--- config.mk ---
export PLATFORM = sky130hd
export DESIGN_NAME = bcd_count_sequencer
export DESIGN_NICKNAME = d
export VERILOG_FILES = /design/src/rtl/bcd_count_sequencer.sv
export SDC_FILE = /design/constraint.sdc
export NUM_CORES = 1
export LEC_CHECK = 0
export CORE_ASPECT_RATIO = 2
export CORE_MARGIN = 8
export CORE_UTILIZATION = 30
export DETAILED_ROUTE_END_ITERATION = 8
export GPL_ROUTABILITY_DRIVEN = 0
export SYNTH_ARGS = -nofsm -noshare
export SYNTH_HDL_FRONTEND = slang
export SYNTH_SLANG_ARGS = --single-unit
--- constraint.sdc ---
create_clock -name clk -period 7.45 [get_ports clk]
set_clock_uncertainty 0.1 [all_clocks]
set_input_delay 2.235 -clock clk [delete_from_list [all_inputs] [get_ports clk]]
set_output_delay 2.235 -clock clk [all_outputs]
set_load 0.02 [all_outputs]
--- src/rtl/bcd_count_sequencer.sv ---
// Run controller for a three-digit cascaded BCD counter: prescaled enables,
// counter reset, stop-on-target, and held done/overflow/error status.
module bcd_count_sequencer #(
    parameter int PRESCALE = 4,
    parameter int PW       = 16
) (
    input  logic        clk,
    input  logic        reset,
    input  logic        start,
    input  logic        pause,
    input  logic        clear,
    input  logic [11:0] target,
    input  logic [3:0]  ones,
    input  logic [3:0]  tens,
    input  logic [3:0]  hundreds,
    input  logic        cnt_done,
    output logic        cnt_enable,
    output logic        cnt_reset,
    output logic        busy,
    output logic        paused,
    output logic        done,
    output logic        overflow,
    output logic        err
);

    typedef enum logic [2:0] {
        S_IDLE,
        S_CLEAR,
        S_RUN,
        S_PAUSE,
        S_DONE
    } state_t;

    localparam logic [PW-1:0] PRE_LAST = PW'(PRESCALE - 1);

    state_t        state_q, state_d;
    logic [PW-1:0] presc_q, presc_d;
    logic [11:0]   target_q, target_d;
    logic          en_q, en_d;
    logic          rstn_q, rstn_d;
    logic          busy_q, busy_d;
    logic          paused_q, paused_d;
    logic          done_q, done_d;
    logic          overflow_q, overflow_d;
    logic          err_q, err_d;

    logic [11:0]   count, count_next;
    logic          match, match_next, tgt_ok;

    function automatic logic [11:0] bcd_inc(input logic [11:0] v);
        logic [11:0] r;
        r = v;
        if (v[3:0] != 4'd9) begin
            r[3:0] = v[3:0] + 4'd1;
        end else begin
            r[3:0] = 4'd0;
            if (v[7:4] != 4'd9) begin
                r[7:4] = v[7:4] + 4'd1;
            end else begin
                r[7:4]  = 4'd0;
                r[11:8] = (v[11:8] != 4'd9) ? v[11:8] + 4'd1 : 4'd0;
            end
        end
        return r;
    endfunction

    function automatic logic bcd_valid(input logic [11:0] v);
        return (v[3:0] <= 4'd9) && (v[7:4] <= 4'd9) && (v[11:8] <= 4'd9);
    endfunction

    assign count  = {hundreds, tens, ones};
    assign match  = (count == target_q);
    assign tgt_ok = bcd_valid(target);

    // cnt_enable is registered, so it is decided one cycle early against the
    // value the counter will show once this cycle's reset/enable has landed.
    always_comb begin
        count_next = count;
        if (!rstn_q) begin
            count_next = '0;
        end else if (en_q) begin
            count_next = bcd_inc(count);
        end
    end
    assign match_next = (count_next == target_q);

    always_comb begin
        state_d    = state_q;
        presc_d    = presc_q;
        target_d   = target_q;
        overflow_d = overflow_q;
        err_d      = err_q;
        rstn_d     = 1'b1;

        case (state_q)
            S_IDLE, S_DONE: begin
                if (clear) begin
                    state_d = S_IDLE;
                    rstn_d  = (state_q != S_DONE);
                end else if (!pause && start) begin
                    if (tgt_ok) begin
                        target_d   = target;
                        err_d      = 1'b0;
                        overflow_d = 1'b0;
                        presc_d    = '0;
                        rstn_d     = 1'b0;
                        state_d    = S_CLEAR;
                    end else begin
                        err_d = 1'b1;
                    end
                end
            end
            S_CLEAR: begin
                presc_d = '0;
                state_d = S_RUN;
            end
            S_RUN: begin
                if (clear) begin
                    rstn_d  = 1'b0;
                    state_d = S_IDLE;
                end else if (match) begin
                    state_d = S_DONE;
                end else if (cnt_done) begin
                    overflow_d = 1'b1;
                    state_d    = S_DONE;
                end else begin
                    // The step of this cycle is kept even when pausing, so a
                    // resume never repeats an enable already issued.
                    presc_d = (presc_q == PRE_LAST) ? '0 : presc_q + PW'(1);
                    if (pause) begin
                        state_d = S_PAUSE;
                    end
                end
            end
            S_PAUSE: begin
                if (clear) begin
                    rstn_d  = 1'b0;
                    state_d = S_IDLE;
                end else if (!pause && start) begin
                    state_d = S_RUN;
                end
            end
            default: state_d = S_IDLE;
        endcase

        en_d     = (state_d == S_RUN) && (presc_d == PRE_LAST) && !match_next;
        busy_d   = (state_d == S_CLEAR) || (state_d == S_RUN) || (state_d == S_PAUSE);
        paused_d = (state_d == S_PAUSE);
        done_d   = (state_d == S_DONE);
    end

    always_ff @(posedge clk) begin
        if (!reset) begin
            state_q    <= S_IDLE;
            presc_q    <= '0;
            target_q   <= '0;
            en_q       <= 1'b0;
            rstn_q     <= 1'b1;
            busy_q     <= 1'b0;
            paused_q   <= 1'b0;
            done_q     <= 1'b0;
            overflow_q <= 1'b0;
            err_q      <= 1'b0;
        end else begin
            state_q    <= state_d;
            presc_q    <= presc_d;
            target_q   <= target_d;
            en_q       <= en_d;
            rstn_q     <= rstn_d;
            busy_q     <= busy_d;
            paused_q   <= paused_d;
            done_q     <= done_d;
            overflow_q <= overflow_d;
            err_q      <= err_d;
        end
    end

    assign cnt_enable = en_q;
    assign cnt_reset  = rstn_q;
    assign busy       = busy_q;
    assign paused     = paused_q;
    assign done       = done_q;
    assign overflow   = overflow_q;
    assign err        = err_q;

endmodule

==> results.py <==
metrics = {
    "worst_setup_path": {
        "crit_family": "simple AND/OR/NAND/NOR gates",
        "crit_slowest_cell": "or4_4",
        "required_ns": 7.54,
        "crit_buf_inv": 1,
        "cp_cell_sequence": "clkdlybuf4s50_1 > xor2_1 > or4_4 > o31a_1 > a311oi_2 > o221ai_2 > nor4_2 > nand4_1 > nor4_2",
        "crit_arrival_ns": 5.33,
        "cp_max_fo": 7,
        "critPathLaunchType": "input port",
        "crit_path_end_kind": "flop",
        "cp_common_cell": "nor4_2",
        "critical_path.max_stage_delay_ns": 0.57,
        "crit_type": "in -> reg",
    },
    "clocking": {
        "cts.sinks": 38,
        "cts_tree": "done",
        "postCtsResizedCells": 0,
        "clk_pin_slew_worst_paths_ns": 0.05,
        "cts_setup_buffers": 0,
        "insertion_delay_ns": 0.28,
        "htreeDepth": 2,
        "cts_buffer_depth": 2,
        "root_buffer": "clkbuf_16",
        "cts_made_buffers": 5,
        "holdBufCountCts": 0,
    },
    "final_layout": {
        "diodes": 0,
        "multi_input_area_um2": 1963,
        "seq_area_um2": 760.7,
        "drive_gt1_share_pct": 5.237,
        "fillers": 1000,
        "nets": 434,
        "mostFrequentLayoutCells": "47 x nand2_1, 38 x dfxtp_1, 36 x clkdlybuf4s50_1",
        "layout.cells.non_filler": 505,
        "final_common_cell": "nand2_1",
        "areaGrowthSynthToFinish_pct": 19.75,
    },
    "grt": {
        "grt_max_degree": 32,
        "grt_pass1_vias": 2985,
        "grt_use_total_pct": 14.41,
        "overflow": 0,
        "antenna_found_initial": 0,
        "grt_pass1_wl_um": 14840,
    },
    "synth": {
        "ys_async_sr_fraction_pct": 0,
        "synth_fp_nets": 415,
        "yosys.area.top_type": "dfxtp_1",
        "ys_warn_count": 0,
        "synth_area_um2": 2850,
        "seq_area_frac_synth_pct": 26.69,
        "syn_area_per_cell_um2": 7.461,
        "synth_edf_count": 0,
        "netlist.area_leader.share_pct": 26.69,
        "ys.flop_type": "dfxtp_1",
        "synthCells": 382,
        "synth_cell_type_count": 65,
        "synth_area_leaders": "dfxtp_1 27%, nand2_1 6.2%, a21oi_1 5.3%, o21ai_0 4.6%, nor2_1 3.7%",
        "ys_ff_latch": 38,
    },
    "sta": {
        "fin_setup_tns_ns": 0,
        "slew_headroom_pct": 32.02,
        "worstMarginPinSlew_ns": 1.019,
        "setup_violations": 0,
        "final-max-slew-violation-count": 0,
        "post-route-period-util_pct": 70.31,
        "grt_setup_unrepaired": "no",
        "fin_crit_ns": 5.238,
        "hold_viol": 0,
        "fmax_mhz": 190.9,
    },
    "drt": {
        "wl_per_cell_um": 18.19,
        "vias_per_cell": 5.931,
        "totalWireLength_um": 9186,
        "drt-pass1-iter-count": 4,
        "drt-initial-drc-count": 212,
        "drc": 0,
        "vias": 2995,
        "ant_nets": 0,
    },
    "floorplanning": {
        "die_area_um2": 13070,
        "die_height_um": 153.8,
        "initial_core_util_pct": 30.58,
        "core.rowCount": 50,
        "pin_count": 37,
        "die_x_um": 84.93,
        "core-area_um2": 9321,
    },
    "hold_path": {
        "worstHoldPathType": "reg -> reg",
    },
    "power": {
        "p_per_area_nw_per_um2": 150.8,
        "ir_drop_v": 0.00009765,
        "p_leak_nw": 1.156,
    },
    "outcome": {
        "status": "complete, no violations",
    },
    "run": {
        "drv_cap": 0,
    },
    "place": {
        "dp.cells": 498,
        "post-dp-hpwl_um": 7273,
        "io_buffers": 36,
    },
}
[sequential cells by signal (all words and copies together) (netlist names)]
signal      cells
cnt_reset       1
paused          1
cnt_enable      1
presc_q        16
err             1
target_q       12
overflow        1
done            1
state_q         3
busy            1
[synthesized netlist by cell type (5+ instances only)]
cell	number
nor3_1	13
a21oi_1	30
nand2b_1	8
inv_1	6
or3_1	5
xnor2_1	11
and2_1	6
nor3b_1	5
nor2_1	28
nor4_1	5
nor2b_1	10
o21ai_0	26
nand3_1	13
dfxtp_1	38
clkbuf_1	22
xor2_1	6
nand4_1	10
nand2_1	47
[worst paths after layout]
check / from / end / slack (ns) / depth (start not counted)
worst min register to register: target_q[10]$_SDFFE_PN0P_ / target_q[10]$_SDFFE_PN0P_ / 0.40 / 2
worst max register to register: state_q[1]$_SDFF_PN0_ / cnt_enable$_SDFF_PN0_ / 4.36 / 8
worst max-delay path: ones[2] / cnt_enable$_SDFF_PN0_ / 2.21 / 9
worst min-delay path: target_q[10]$_SDFFE_PN0P_ / target_q[10]$_SDFFE_PN0P_ / 0.40 / 2
[cell families (layout without fill, tap and decap cells)]
group / Yosys count / in the layout / share of synthesized area [%]
AO/OA/AOI/OAI: 105 / 105 / 24.58
XOR/XNOR: 17 / 17 / 5.224
adder cells (fa/ha/maj): 3 / 3 / 1.317
buffers and inverters: 31 / 50 / 4.434
flip-flops: 38 / 38 / 26.69
multiplexers: 5 / 5 / 1.844
AND/OR/NAND/NOR: 183 / 183 / 35.91
[layout make-up]
class | instances | share of cell area [%]
Multi-Input combinational cell | 313 | 57.51
Sequential cell | 38 | 22.29
Timing Repair Buffer | 37 | 10.78
Clock buffer | 6 | 4.069
Tap cell | 104 | 3.812
Clock inverter | 1 | 0.8798
Inverter | 6 | 0.6598
[worst reg2reg max path, stage by stage (launching register included)]
cell,delay [ns]
dfxtp_1,0.37
nor2b_1,0.32
nor2b_1,0.71
nand2_1,0.45
nor3_1,0.54
a21o_1,0.20
o21ai_0,0.08
nand3_1,0.13
nor4_2,0.06
[where the power goes]
group / total [mW] / internal [mW] / switching, mW / leakage [nW]
Clock: 0.244 / 0.165 / 0.0787 / 0.0829
Sequential: 0.207 / 0.205 / 0.00202 / 0.306
Combinational: 0.0641 / 0.0298 / 0.0343 / 0.766
[through the flow]
stage	cell area [um^2]	total power, mW	hold slack [ns]	worst slack [ns]	util, %
floorplan	2850	0.2453	0.3720	2.888	-
global placement	3244	0.2747	0.3849	1.913	34.81
detailed placement	3244	0.2752	0.3910	1.946	34.81
CTS	3413	0.5230	0.3981	2.227	36.62
global route	3413	0.5370	0.4237	2.104	36.62
finish	3413	0.5146	0.3977	2.212	36.62
[routing by layer]
layer / track usage [%] / share of wire (%)
met5: 0 / 0
met4: 11.82 / 7.6
met1: 12.13 / 33
met2: 27.88 / 56
met3: 2.723 / 3.6
(Power assumes the default switching activity.)
